--- config.mk ---
export PLATFORM = sky130hd
export DESIGN_NAME = serial_subtractor_flat
export DESIGN_NICKNAME = d
export VERILOG_FILES = /design/src/rtl/serial_subtractor_if.sv /design/src/rtl/serial_subtractor.sv /design/src/flat_wrapper.sv
export SDC_FILE = /design/constraint.sdc
export NUM_CORES = 1
export LEC_CHECK = 0
export CAP_MARGIN = 25
export CELL_PAD_IN_SITES_DETAIL_PLACEMENT = 1
export CELL_PAD_IN_SITES_GLOBAL_PLACEMENT = 1
export CORE_ASPECT_RATIO = 0.6
export CORE_MARGIN = 3
export CORE_UTILIZATION = 44
export CTS_CLUSTER_SIZE = 12
export DETAILED_ROUTE_END_ITERATION = 16
export PLACE_DENSITY_LB_ADDON = 0.1
export SLEW_MARGIN = 20
export SYNTH_ARGS = -nofsm -noshare
export SYNTH_HDL_FRONTEND = slang
export SYNTH_SLANG_ARGS = --single-unit
--- constraint.sdc ---
create_clock -name clk -period 1.95 [get_ports clk]
set_clock_uncertainty 0.1 [all_clocks]
set_input_delay 0.195 -clock clk [delete_from_list [all_inputs] [get_ports clk]]
set_output_delay 0.195 -clock clk [all_outputs]
set_load 0.1 [all_outputs]
--- src/rtl/serial_subtractor_if.sv ---
// Handshake and operand/result bundle for the bit-serial subtractor.
// The master issues start with operands; the slave reports busy/done with the result.
// WIDTH must match the subtractor instance it connects to.
interface serial_subtractor_if #(
  parameter int WIDTH = 8
);
  logic             start;
  logic [WIDTH-1:0] a;
  logic [WIDTH-1:0] b;
  logic             bin;
  logic             busy;
  logic             done;
  logic [WIDTH-1:0] diff;
  logic             bout;

  modport master (
    output start, a, b, bin,
    input  busy, done, diff, bout
  );

  modport slave (
    input  start, a, b, bin,
    output busy, done, diff, bout
  );
endinterface

--- src/rtl/serial_subtractor.sv ---
// Bit-serial subtractor: diff = a - b - bin (mod 2^WIDTH), LSB first, one full-subtractor cell.
// Latency: done pulses WIDTH edges after the accepting edge; one result per WIDTH+1 cycles back-to-back.
// No backpressure: start is ignored while busy; result holds until the next accepted start.
module serial_subtractor #(
  parameter int WIDTH = 8
) (
  input logic                clk,
  input logic                rst,
  serial_subtractor_if.slave bus
);

  typedef enum logic [1:0] {
    IDLE = 2'd0,
    RUN  = 2'd1,
    DONE = 2'd2
  } state_t;

  localparam int            CW   = (WIDTH > 1) ? $clog2(WIDTH) : 1;
  localparam logic [CW-1:0] LAST = CW'(WIDTH - 1);

  state_t           state;
  state_t           state_next;
  logic [WIDTH-1:0] a_sr;
  logic [WIDTH-1:0] b_sr;
  logic [WIDTH-1:0] diff_sr;
  logic             borrow;
  logic             bout_q;
  logic [CW-1:0]    cnt;

  logic accept;
  logic x;
  logic y;
  logic d;
  logic borrow_next;

  // A new operation is taken only when not currently shifting bits.
  assign accept = bus.start && (state != RUN);

  // Single full-subtractor cell working on the current LSBs and stored borrow.
  assign x           = a_sr[0];
  assign y           = b_sr[0];
  assign d           = x ^ y ^ borrow;
  assign borrow_next = (~x & y) | (~(x ^ y) & borrow);

  // State register.
  always_ff @(posedge clk or posedge rst) begin
    if (rst) begin
      state <= IDLE;
    end else begin
      state <= state_next;
    end
  end

  // Next-state logic: RUN lasts exactly WIDTH bit-cycles, DONE lasts one cycle.
  always_comb begin
    state_next = state;
    case (state)
      IDLE:    if (bus.start) state_next = RUN;
      RUN:     if (cnt == LAST) state_next = DONE;
      DONE:    state_next = bus.start ? RUN : IDLE;
      default: state_next = IDLE;
    endcase
  end

  // Datapath: load operands on accept, then shift one bit per cycle while running.
  always_ff @(posedge clk or posedge rst) begin
    if (rst) begin
      a_sr    <= '0;
      b_sr    <= '0;
      diff_sr <= '0;
      borrow  <= 1'b0;
      bout_q  <= 1'b0;
      cnt     <= '0;
    end else if (accept) begin
      a_sr   <= bus.a;
      b_sr   <= bus.b;
      borrow <= bus.bin;
      cnt    <= '0;
    end else if (state == RUN) begin
      a_sr    <= {1'b0, a_sr[WIDTH-1:1]};
      b_sr    <= {1'b0, b_sr[WIDTH-1:1]};
      diff_sr <= {d, diff_sr[WIDTH-1:1]};
      borrow  <= borrow_next;
      cnt     <= cnt + 1'b1;
      // bout only changes when the final bit is produced, so it holds afterwards.
      if (cnt == LAST) bout_q <= borrow_next;
    end
  end

  assign bus.busy = (state == RUN);
  assign bus.done = (state == DONE);
  assign bus.diff = diff_sr;
  assign bus.bout = bout_q;

endmodule
--- src/flat_wrapper.sv ---
// flat-port wrapper written by rule: the top's interface ports become plain ports
module serial_subtractor_flat 
#(
  parameter int WIDTH = 8
)
  (clk, rst, bus_start, bus_a, bus_b, bus_bin, bus_busy, bus_done, bus_diff, bus_bout);
  serial_subtractor_if #(.WIDTH(WIDTH)) bus_i ();
  input logic clk;
  input logic rst;
  input wire logic [$bits(bus_i.start)-1:0] bus_start;
  input wire logic [$bits(bus_i.a)-1:0] bus_a;
  input wire logic [$bits(bus_i.b)-1:0] bus_b;
  input wire logic [$bits(bus_i.bin)-1:0] bus_bin;
  output wire logic [$bits(bus_i.busy)-1:0] bus_busy;
  output wire logic [$bits(bus_i.done)-1:0] bus_done;
  output wire logic [$bits(bus_i.diff)-1:0] bus_diff;
  output wire logic [$bits(bus_i.bout)-1:0] bus_bout;
  assign bus_i.start = bus_start;
  assign bus_i.a = bus_a;
  assign bus_i.b = bus_b;
  assign bus_i.bin = bus_bin;
  assign bus_busy = bus_i.busy;
  assign bus_done = bus_i.done;
  assign bus_diff = bus_i.diff;
  assign bus_bout = bus_i.bout;
  serial_subtractor #(.WIDTH(WIDTH)) u_core (.clk(clk), .rst(rst), .bus(bus_i));
endmodule
==> results.txt <==
- XOR/XNOR share of the synthesized area: 0
* Vias in the first global route: 988
- For the pin with the worst max-slew slack, the measured transition is 0.483 ns.
- The detailed router put a total of 1260 µm of wire on met1.
- By area the synthesized netlist is led by sky130_fd_sc_hd__dfrtp_1 51%, sky130_fd_sc_hd__mux2_4 20%, sky130_fd_sc_hd__mux2_2 11%, sky130_fd_sc_hd__mux2i_1 3.9%, sky130_fd_sc_hd__buf_6 2.2%.
- The synthesized netlist occupies a cell area of 1530 µm².
- After detailed routing, the number of vias per cell comes to 4.97.
- The library cell used most frequently in the layout, excluding fill and tap cells, is sky130_fd_sc_hd__dfrtp_1.
* Total I/O pin count: 31
- Sink count of the clock tree: 31
* Wire length per cell: 16.9 µm
* Sequential element share of the synthesized area: 0.509
* Total count of hold-check failures in the final report: 0
* Placement Rows: 15
- Total Wirelength: 2960 µm
- Worst EP arrival: 1.44 ns
* Count of input and output buffers: 30
- The max-slew violation total from the final report is 0.
- The portion of synthesized area spent on multiplexers is 0.369.
- Total of endpoints with negative setup slack in the final report: 0
* Area growth syn-to-layout: 26.0%
- Before antenna repair, the detailed router went through 4 iterations.
- The repair_antennas step left the layout with diodes totalling 0.
- The critical path is of the reg2out type.
- Clock-pin slew was measured on the worst setup and hold paths at 0.06 ns.
* Horiz. Die Dim: 82.0 µm
* Average instance area after synthesis: 15.4 µm²
- Summed over all nets, wire length on met3 after detailed routing comes to 148 µm.
* Layout cell share with drive strength beyond 1: 0.406
- When the netlist entered floorplanning its net count stood at 122.
- Result of the run: completed
- Max-Cap Viols: 0
* # DRC: 0
- Number of buffers added by the clock tree synthesis step: 5
- Setup repair after global routing left no endpoint under its margin.
- Final total negative setup slack: 0 ns
- Clock root cell: sky130_fd_sc_hd__clkbuf_8
* Worst-case headroom to the max-slew limit: 0.678
- Deepest clock path buffer count: 2
* Area of the core: 3080 µm²
- The share of the synthesized area in compound gates (AO/OA/AOI/OAI) was 0.00410.
- CTS tree: yes
- Among all flip-flop cells after synthesis, the most frequent one is sky130_fd_sc_hd__dfrtp_1.
* Simple-gate share of the synthesized area: 0.0312
* EDFF count, synth: 0
- Share of flip-flops with an asynchronous set or reset after synthesis: 1.00
* Arithmetic-cell share of the synthesized area counting full adders, half adders and majority gates: 0.0295
- Cell count after synthesis: 99
- Kind of capture point of the worst setup path: primary output
- Post-layout net count: 157
- The first global-routing pass estimated 5100 µm of wire.
* Initial standard-cell utilization of the core: 0.496
- Quantity of gates resized following cts: 0
- Max layer used: met4
* Achievable clock frequency: 0.576 GHz
- Pin count of the biggest net entering global routing: 32
- sky130_fd_sc_hd__dfrtp_1 takes more of the synthesized area than any other cell.
- At the end of routability-driven placement, the weighted congestion stood at 0.733.
- Time the final worst path needs with I/O delays and setup: 1.74 ns
- Along the worst path, the maximum fanout reaches 11.
- Commonest cells after routing, fill and taps aside: 31 x sky130_fd_sc_hd__dfrtp_1, 20 x sky130_fd_sc_hd__mux2_4, 19 x sky130_fd_sc_hd__clkdlybuf4s50_1
* GRT Resource Usage Total: 0.168
- Fill cell instance count of the final layout: 298
* Warning count from the yosys run: 0
- Met2 routed wirelength: 1490 µm
- Classification of the worst-slack hold path: in2async
- Dominant combinational cell family by area after synthesis: multiplexers
* H-tree depth: 2
- The share of synthesized area in the top cell type comes to 0.509.
- Counting cells, the worst reg-to-reg path comes to 3.
* Number of nets still failing antenna checks after routing: 0
- Synthesis inferred 31 register bits.
* Post-CTS Setup Repair Bufs: 0
- Final critical-path share of the clock period: 0.891
- Via count: 870
- Sum of overflow across all layers after global routing: 0
- The number of hold buffers added after CTS was 0.
- The number of antenna violations at the first check in global routing came to 0.
- Detailed placement HPWL: 2160 µm
- Yosys mapped the design onto 17 distinct sky130hd cell types.
- Overall die height: 51.6 µm
- Die outline area: 4230 µm²
- The first routing iteration left 31 violations.
- Type of element launching the critical path: flop
- At the later pin of the worst-skew pair, clock insertion delay measures 0.28 ns.
- Data on the critical path is required at its endpoint by 1.65 ns.
layout make-up:
cell class              instances  area [µm²]  area share
flip-flops and latches         31         776       0.404
multi-input cells              56         662       0.344
repair buffers                 33         333       0.173
clock buffers                   6        72.6      0.0378
well taps                      42        52.6      0.0273
inverters                       7        26.3      0.0137
per-layer routing:
layer  track usage  up-vias
met1         0.203      438
li1              -      403
met2         0.277       21
met5             0        -
met4        0.0829        0
met3        0.0467        8
flip-flops by register name, indices dropped and copies added, names as in the netlist:
signal,count
u_core.bus.bout,1
u_core.borrow,1
u_core.state,2
u_core.bus.diff,8
u_core.cnt,3
u_core.b_sr,8
u_core.a_sr,8
worst max-delay path, cell delays in order (launching register included):
cell and delay (ns):
sky130_fd_sc_hd__dfrtp_1 0.39, sky130_fd_sc_hd__nand2b_1 0.16, sky130_fd_sc_hd__inv_1 0.37, sky130_fd_sc_hd__buf_12 0.24
synthesized netlist by cell type (2+ instances only):
cell / instances
sky130_fd_sc_hd__nor2b_1: 2
sky130_fd_sc_hd__dfrtp_1: 31
sky130_fd_sc_hd__inv_1: 7
sky130_fd_sc_hd__nand2b_1: 2
sky130_fd_sc_hd__mux2_2: 15
sky130_fd_sc_hd__mux2_1: 3
sky130_fd_sc_hd__mux2i_1: 6
sky130_fd_sc_hd__buf_6: 3
sky130_fd_sc_hd__mux2_4: 20
sky130_fd_sc_hd__ha_1: 2
sky130_fd_sc_hd__nor2_1: 2
final timing paths:
kind                                             start                             end  slack (ns)
max in group asynchronous                          rst     u_core.state[1]$_DFFE_PP0P_        1.26
max reg2reg                u_core.state[1]$_DFFE_PP0P_  u_core.bus.diff[6]$_DFFE_PP0P_        0.41
max                        u_core.state[1]$_DFFE_PP0P_                        bus_busy        0.21
min reg2reg                  u_core.cnt[0]$_DFFE_PP0P_       u_core.cnt[0]$_DFFE_PP0P_        0.39
min in group clk             u_core.cnt[0]$_DFFE_PP0P_       u_core.cnt[0]$_DFFE_PP0P_        0.39
min                                                rst      u_core.b_sr[7]$_DFFE_PP0P_        0.19
cell families (layout without fill, tap and decap cells):
family,count (synthesis),in the layout
muxes,44,44
DFF,31,31
buffers and inverters,12,46
and+or+nand+nor,8,8
adders and majority gates,3,3
AOI/OAI and AO/OA,1,1
stage by stage:
step	hold slack, ns	util	cells	worst slack (ns)	cell area [µm²]
5_1_grt	0.229	0.624	175	0.111	1920
4_1_cts	0.204	0.624	175	0.187	1920
3_3_place_gp	0.370	0.601	169	0.240	1850
2_1_floorplan	0.199	-	99	0.435	1530
3_5_place_dp	0.384	0.601	169	0.210	1850
6_report	0.194	0.624	175	0.213	1920
Power is left out: the tool's default activity adds up to more than one toggle a clock period on the data nets, which glitch-free logic cannot reach.
